==> config.mk <==
export PLATFORM = sky130hd
export DESIGN_NAME = stream_fifo
export DESIGN_NICKNAME = d
export VERILOG_FILES = /design/src/rtl/stream_fifo.sv
export SDC_FILE = /design/constraint.sdc
export NUM_CORES = 1
export LEC_CHECK = 0
export BUFFER_PORTS_ARGS = -buffer_cell sky130_fd_sc_hd__clkbuf_2
export CAP_MARGIN = 20
export CELL_PAD_IN_SITES_DETAIL_PLACEMENT = 0
export CELL_PAD_IN_SITES_GLOBAL_PLACEMENT = 1
export CORE_ASPECT_RATIO = 0.9
export CORE_MARGIN = 2
export CORE_UTILIZATION = 39
export DETAILED_ROUTE_END_ITERATION = 10
export GPL_TIMING_DRIVEN = 1
export PLACE_DENSITY_LB_ADDON = 0.08
export SLEW_MARGIN = 20
export SYNTH_ARGS = -nofsm -noshare
export SYNTH_HDL_FRONTEND = slang
export SYNTH_SLANG_ARGS = --single-unit
==> constraint.sdc <==
create_clock -name clk -period 1.8 [get_ports clk]
set_input_delay 0.27 -clock clk [delete_from_list [all_inputs] [get_ports clk]]
set_output_delay 0.27 -clock clk [all_outputs]
set_load 0.02 [all_outputs]
==> src/rtl/stream_fifo.sv <==
// Valid/ready stream FIFO carrying a signed payload plus a packet-last flag,
// with synchronous flush, occupancy count and an almost-full indication.
module stream_fifo #(
  parameter int DATA_WIDTH   = 16,
  parameter int DEPTH        = 4,
  parameter int AFULL_THRESH = DEPTH - 1
) (
  input  logic                               clk,
  input  logic                               rst_async_n,
  input  logic                               s_valid,
  output logic                               s_ready,
  input  logic signed [DATA_WIDTH-1:0]       s_data,
  input  logic                               s_last,
  output logic                               m_valid,
  input  logic                               m_ready,
  output logic signed [DATA_WIDTH-1:0]       m_data,
  output logic                               m_last,
  input  logic                               flush,
  output logic [$clog2(DEPTH+1)-1:0]         count,
  output logic                               almost_full
);

  localparam int PW = $clog2(DEPTH);
  localparam int CW = $clog2(DEPTH + 1);

  logic [DATA_WIDTH:0] r_mem [DEPTH];
  logic [PW-1:0]       r_wrPtr;
  logic [PW-1:0]       r_rdPtr;
  logic [CW-1:0]       r_count;

  logic                w_push;
  logic                w_pop;
  logic [DATA_WIDTH:0] w_head;

  // Handshake flags come only from the registered count, so there is no
  // combinational path from either valid or ready into the other side.
  assign s_ready     = (r_count != CW'(DEPTH));
  assign m_valid     = (r_count != '0);
  assign almost_full = (r_count >= CW'(AFULL_THRESH));
  assign count       = r_count;

  assign w_push = s_valid && s_ready;
  assign w_pop  = m_valid && m_ready;

  assign w_head = r_mem[r_rdPtr];
  assign m_data = $signed(w_head[DATA_WIDTH-1:0]);
  assign m_last = w_head[DATA_WIDTH];

  // Storage is not reset; its contents only matter where count says so.
  always_ff @(posedge clk) begin
    if (w_push && !flush) begin
      r_mem[r_wrPtr] <= {s_last, s_data};
    end
  end

  // Pointers wrap naturally because DEPTH is a power of two.
  always_ff @(posedge clk or negedge rst_async_n) begin
    if (!rst_async_n) begin
      r_wrPtr <= '0;
      r_rdPtr <= '0;
      r_count <= '0;
    end else if (flush) begin
      r_wrPtr <= '0;
      r_rdPtr <= '0;
      r_count <= '0;
    end else begin
      if (w_push) begin
        r_wrPtr <= r_wrPtr + PW'(1);
      end
      if (w_pop) begin
        r_rdPtr <= r_rdPtr + PW'(1);
      end
      case ({w_push, w_pop})
        2'b10:   r_count <= r_count + CW'(1);
        2'b01:   r_count <= r_count - CW'(1);
        default: r_count <= r_count;
      endcase
    end
  end

endmodule
Yosys cells after proc, flatten, opt, wreduce, memory -nomap -nowiden
Memory sizes are Yosys's and may differ from the RTL's.
Cells that the tools add are included.
Widths: inputs -> output; s select.

storage, ports and cells
  memory bits (writable) = 68
  output and inout bits = 23
  bits of input ports = 22
  memories = 1
  flip-flop bits (word level) = 7
  word-level logic and storage cells = 28

cells by class
  magnitude comparators = 1
  $add $sub $neg = 4
  muxes and demuxes = 8
  reduce and logical (&&, ||, !) cells = 8
  equality and inequality tests = 3

memory list
  memory  depth  width  rd ports  clocked after memory_dff  wr ports  line  text
  r_mem   4      17     1         0                         1         26    logic [DATA_WIDTH:0] r_mem [DEPTH];

operator list
  cell                 number
  $mux 2               4
  $pmux 3 s2           1
  $reduce_bool 3->1    2
  $add 2x1->2 const B  2
  $reduce_bool 2->1    2
  $add 3x1->3 const B  1
  $ge 3x2->1 const B   1
  $logic_and 1x1->1    3
  $mux 3               1
  $ne 3x3->1 const B   1
  $sub 3x1->3 const B  1
  $eq 2x1->1 const B   1
  $eq 2x2->1 const B   1
  $mux 1               2
  $logic_not 1->1      1

Depth between registers and ports, before layout
  depth in word-level cells = 5
  depth in mapped cells = 8
  mapped depth without buffers = 7

Worst setup path after synthesis
No wires, ideal clock.

  path kind = register -> register
  start = register r_count[0] (netlist: count[0])
  end = register r_count[1] (netlist: count[1])
  arrival time = 2.086 ns
  required time = 1.714 ns
  path slack = -0.372 ns
  setup time = 0.086 ns
  cell stages (with the launch flop) = 9
  path buffers = 1
  path through = dfrtp_1 -> buf_6 -> or3_4 -> nand2_1 -> a21oi_1 -> fa_1 -> o311a_1 -> a21oi_1 -> nor3_1

between the ends
  longest elaborated chain between the ends = 5

ends and longest elaborated chain
  element                                          line  text
  start, declared                                  29    logic [CW-1:0] r_count;
  start signal, assigned                           74    2'b10: r_count <= r_count + CW'(1);
  start signal, assigned                           75    2'b01: r_count <= r_count - CW'(1);
  start signal, assigned                           76    default: r_count <= r_count;
  $reduce_bool 3->1 (*)                            38    assign m_valid = (r_count != '0);
  net m_valid                                      14    output logic m_valid,
  $logic_and 1x1->1 (*)                            43    assign w_pop = m_valid && m_ready;
  $eq 2x1->1 / $eq 2x2->1 (equally long branches)  73    case ({w_push, w_pop})
  $pmux 3 s2                                       73
  $mux 3                                           62    end else if (flush) begin

The timed path passes the listed nets; every way through them passes the cells marked *.
A chain may end at the register's enable or synchronous reset.

Final worst setup path
  start = register r_count[1] (netlist: count[1])
  end = register r_count[1] (netlist: count[1])

between the ends
  longest elaborated chain between the ends = 5

ends and longest elaborated chain
  element                                                 line
  $ne 3x3->1 / $reduce_bool 3->1 (equally long branches)  37, 38
  $logic_and 1x1->1 (on tied branches)                    42, 43
  $eq 2x1->1 / $eq 2x2->1 (equally long branches)         73
  $pmux 3 s2                                              73
  $mux 3                                                  62

Parallel ways exist; a longest one is shown, timed or not.

==> results.txt <==
- The flow ran to the end, but the final reports show violations.
* Violated checks: negative setup slack
- After detailed routing, the number of vias per cell comes to 5.07.
- After the last flow step, the layout net total stands at 248.
* Switching fraction of total power: 26.4%
- Across all setup checks in the final design, the least slack found is -104 ps.
- After synthesis, the largest family of logic cells by area is multiplexers.
- Each instance of the synthesized netlist takes up on average 19.4 µm².
* Share of flip-flops with an asynchronous set or reset after synthesis: 9.33%
* Clk Latency, worst-skew pair: 340 ps
* Clock tree root driver cell: clkbuf_8
- Layout Skew: 8.15 ps
* Maximum number of pins on one net before global-route repair: 18
* Primary FF master, synth: edfxtp_1
* Via count of the first global-routing pass: 1720
* CTS H-tree lvls: 3
- Routability-driven placement finished with a final weighted congestion of 0.807.
- Measured against its own limit, the worst slew margin works out to 80.9%.
* GRT Total Usage: 14.2%
- Walking the worst path, the cells encountered are or3_4 -> nand2_4 -> a21oi_4 -> fa_1 -> o311a_1 -> a21oi_1 -> nor3_1.
* Final worst path period share: 106%
* Complex-gate fraction of the synthesized area: 3.01%
- TritonCTS created 9 clock buffers.
* Kind of launch point of the worst setup path: flop
* Adder and majority gate portion of the synthesized area: 2.31%
- For this run, the slowest stage of the critical path takes 530 ps.
- After layout, the minimum clock period comes to 1900 ps.
- Compared with the post-synthesis result, the final layout area differs by 26.6%.
- After floorplanning, the core was sized to cover 7540 µm².
* Total DRC errors in the routed layout: 0
- Measured along the x axis, the die boundary spans 96.9 µm.
* Slowest CP cell: fa_1
- Sum Neg Setup Slack: -1380 ps
- Classification of the worst setup path: flop to flop
* Filler-free cell count of the finished design: 321
* Total number of clock tree sinks: 75
- At the pin with the least slew margin, the transition time is 287 ps.
- Number of pins with negative max-slew slack in the final report: 0
* XOR/XNOR share of the synthesized area: 0.867%
- Worst path bufs/invs: 0
- CTS clock-pin slew for the worst setup and hold paths: 70 ps
* Initial antenna violation count: 0
- Vertical die dimension: 87.6 µm
- For this run the aggregate overflow at the end of global routing stands at 0.
- Avg WL per Cell: 17.8 µm
- Number of instances in the synthesized netlist: 156
- In this run, synthesis inferred 68 flip-flops with an integrated enable.
- Cells taking the most area after synthesis: edfxtp_1 (67%), mux4_2 (13%), dfrtp_1 (5.8%)
- Hold_ws: 144 ps
- Sequential element share of the synthesized area: 73.2%
* First-pass detailed-route iteration total: 4
- Setup repair after global routing could not meet its margin everywhere.
* Buffers from clock root to sink, at most: 2
- After synthesis the cells add up to 3030 µm².
- For this design the ratio of total power to cell area is 1210 nW/µm².
- The tool flagged a number of max-cap violations equal to 0.
- Sum of internal, switching and leakage power: 0.00464 W
* Count of different cell masters after synthesis: 32
- Number of diodes: 0
* Total placed cells including tap cells: 300
* Global-route wire length before repair: 8960 µm
- Combinational cells account for 27.0% of the total power.
* VDD IR-drop max: 0.571 mV
* Ratio of cells with drive above 1 in the final layout: 47.6%
* Starting Density: 40.2%
* Clock group share of total power: 28.8%
- Derived from the worst setup path, the maximum achievable clock frequency is 525 MHz.
- Mapped Nets: 183
- Yosys Warn Count: 0
- Worst endpoint data arrival time: 2160 ps
* Setup violators final: 19
* Worst Setup End Kind: flop
- The initialized floorplan defines 30 standard-cell rows.
- Post-route antenna net violation count: 0
- Summed over all nets, the switching power comes to 0.00122 W.
- Synthesized-area fraction occupied by and/or/nand/nor cells: 5.70%
* Cell accounting for the most synthesized area: edfxtp_1
- Summed over its instances, the top area cell type makes up 67.4% of the synthesized netlist area.
- Highest net fanout along the worst path: 3
- Number of synthesized register bits: 75
- Fin. Hold Viols: 0
- Top-level port count: 45
- Total wire length after detailed routing: 5700 µm
* Violation count after the first detailed-route iteration: 79
- TritonCTS clock tree: done
- Input and output buffers added on the ports amount to 44.
- For this block, the via count after detailed routing is 1626.
- In this run, flip-flops and latches consume 44.1% of the power.
- The die covers 8490 µm².
* Internal power: 0.00342 W
- The cell family contributing the most delay on the critical path is simple AND/OR/NAND/NOR gates.
- Hold Path Class: primary input to flop
- In this run the static leakage power is 1.40 nW.
- Post-synthesis mux area share: 12.6%
- At the worst endpoint, the required time is 2060 ps.
-- area by class of cell --
type,instances,area (µm²)
fill,605,3710
sequential,75,2220
multi-input combinational,69,779
timing repair buffer,63,500
clock buffer,9,124
tap,96,120
clock inverter,6,81.3
inverter,3,11.3
-- power groups by stage --
stage	Sequential (W)	Combinational, W	Clock [W]
3_3_place_gp	0.00207	0.000989	0
3_5_place_dp	0.00207	0.00102	0
4_1_cts	0.00204	0.00106	0.00138
6_report	0.00205	0.00125	0.00134
2_1_floorplan	0.00209	0.000669	0
5_1_grt	0.00206	0.00135	0.00145
-- sequential cells by signal, summed over array words and instances, names as in the netlist --
name	count
r_mem	68
count	3
r_rdPtr	2
r_wrPtr	2
-- layout by cell type, fill, tap and decap left out, types with 2 or more instances in the layout --
master,count
a21o_1,2
a21oi_1,2
and2_4,4
buf_2,2
buf_4,14
buf_6,16
bufinv_16,2
clkbuf_2,27
clkbuf_8,9
clkinv_1,2
dfrtp_1,4
dfrtp_2,3
edfxtp_1,68
ha_1,4
inv_1,3
mux4_2,17
nand2_1,5
nand2b_1,4
nand3_1,3
nor2_1,5
nor3_1,2
o21ai_0,3
xor2_1,2
-- per-stage QoR --
stage / setup slack, ps / cell area [µm²] / utilization, %
2_1_floorplan: -261 / 3050 / -
3_3_place_gp: 5.68 / 3420 / 45.4
3_5_place_dp: -90.5 / 3420 / 45.4
4_1_cts: -134 / 3670 / 48.6
5_1_grt: -156 / 3840 / 50.9
6_report: -104 / 3840 / 50.9
-- cell usage after synthesis, types with 2 or more instances --
master,count
mux4_2,17
buf_6,2
a21o_1,2
xor2_1,2
inv_1,3
a21oi_1,4
nand2b_1,4
dfrtp_1,7
nor3_1,2
ha_1,4
nor2_1,5
nand3_1,3
nand2_1,6
buf_2,5
o21ai_0,3
edfxtp_1,68
and2_1,4
-- cells by family (layout without fill, tap and decap cells) --
logic type | after synthesis | count (layout)
AO/OA/AOI/OAI | 14 | 14
XOR/XNOR | 3 | 3
adder cells (fa/ha/maj) | 5 | 5
buffers and inverters | 12 | 81
flip-flops | 75 | 75
multiplexers | 17 | 17
AND/OR/NAND/NOR | 30 | 30
-- repair_timing --
action                                 4_1_cts  5_1_grt
resized for setup                            6       54
gates cloned                                 0        1
hold buffers                                 1        0
endpoints found under the hold margin        7        0
setup endpoints to repair                   18       20
pin swaps                                    0        2
setup buffers                                1        4
-- worst paths after layout --
| check | from | to | slack [ps] | depth (start not counted) |
|---|---|---|---|---|
| setup / recovery | count[1] | count[1] | -100 | 7 |
| hold / removal | s_data[12] | r_mem[0][12] | 140 | 1 |
| setup reg to reg | count[1] | count[1] | -100 | 7 |
| hold reg to reg | r_wrPtr[1] | r_wrPtr[1] | 590 | 2 |
| max in group asynchronous | rst_async_n | count[0] | 1280 | 2 |
| min in group asynchronous | rst_async_n | r_wrPtr[1] | 310 | 2 |
-- metal layers --
layer | track usage [%] | part of all wire (%)
met1 | 16.8 | 44
met2 | 23.9 | 50
met3 | 5.11 | 4.4
met4 | 6.27 | 1.3
met5 | 0 | 0
-- worst reg2reg max path, delay by kind of cell (launching register included) --
family	cells	cell delay, ps
flops	1	420
fa+ha+maj	1	530
simple gates	3	620
compound gates	3	260
(Power assumes the default switching activity.)
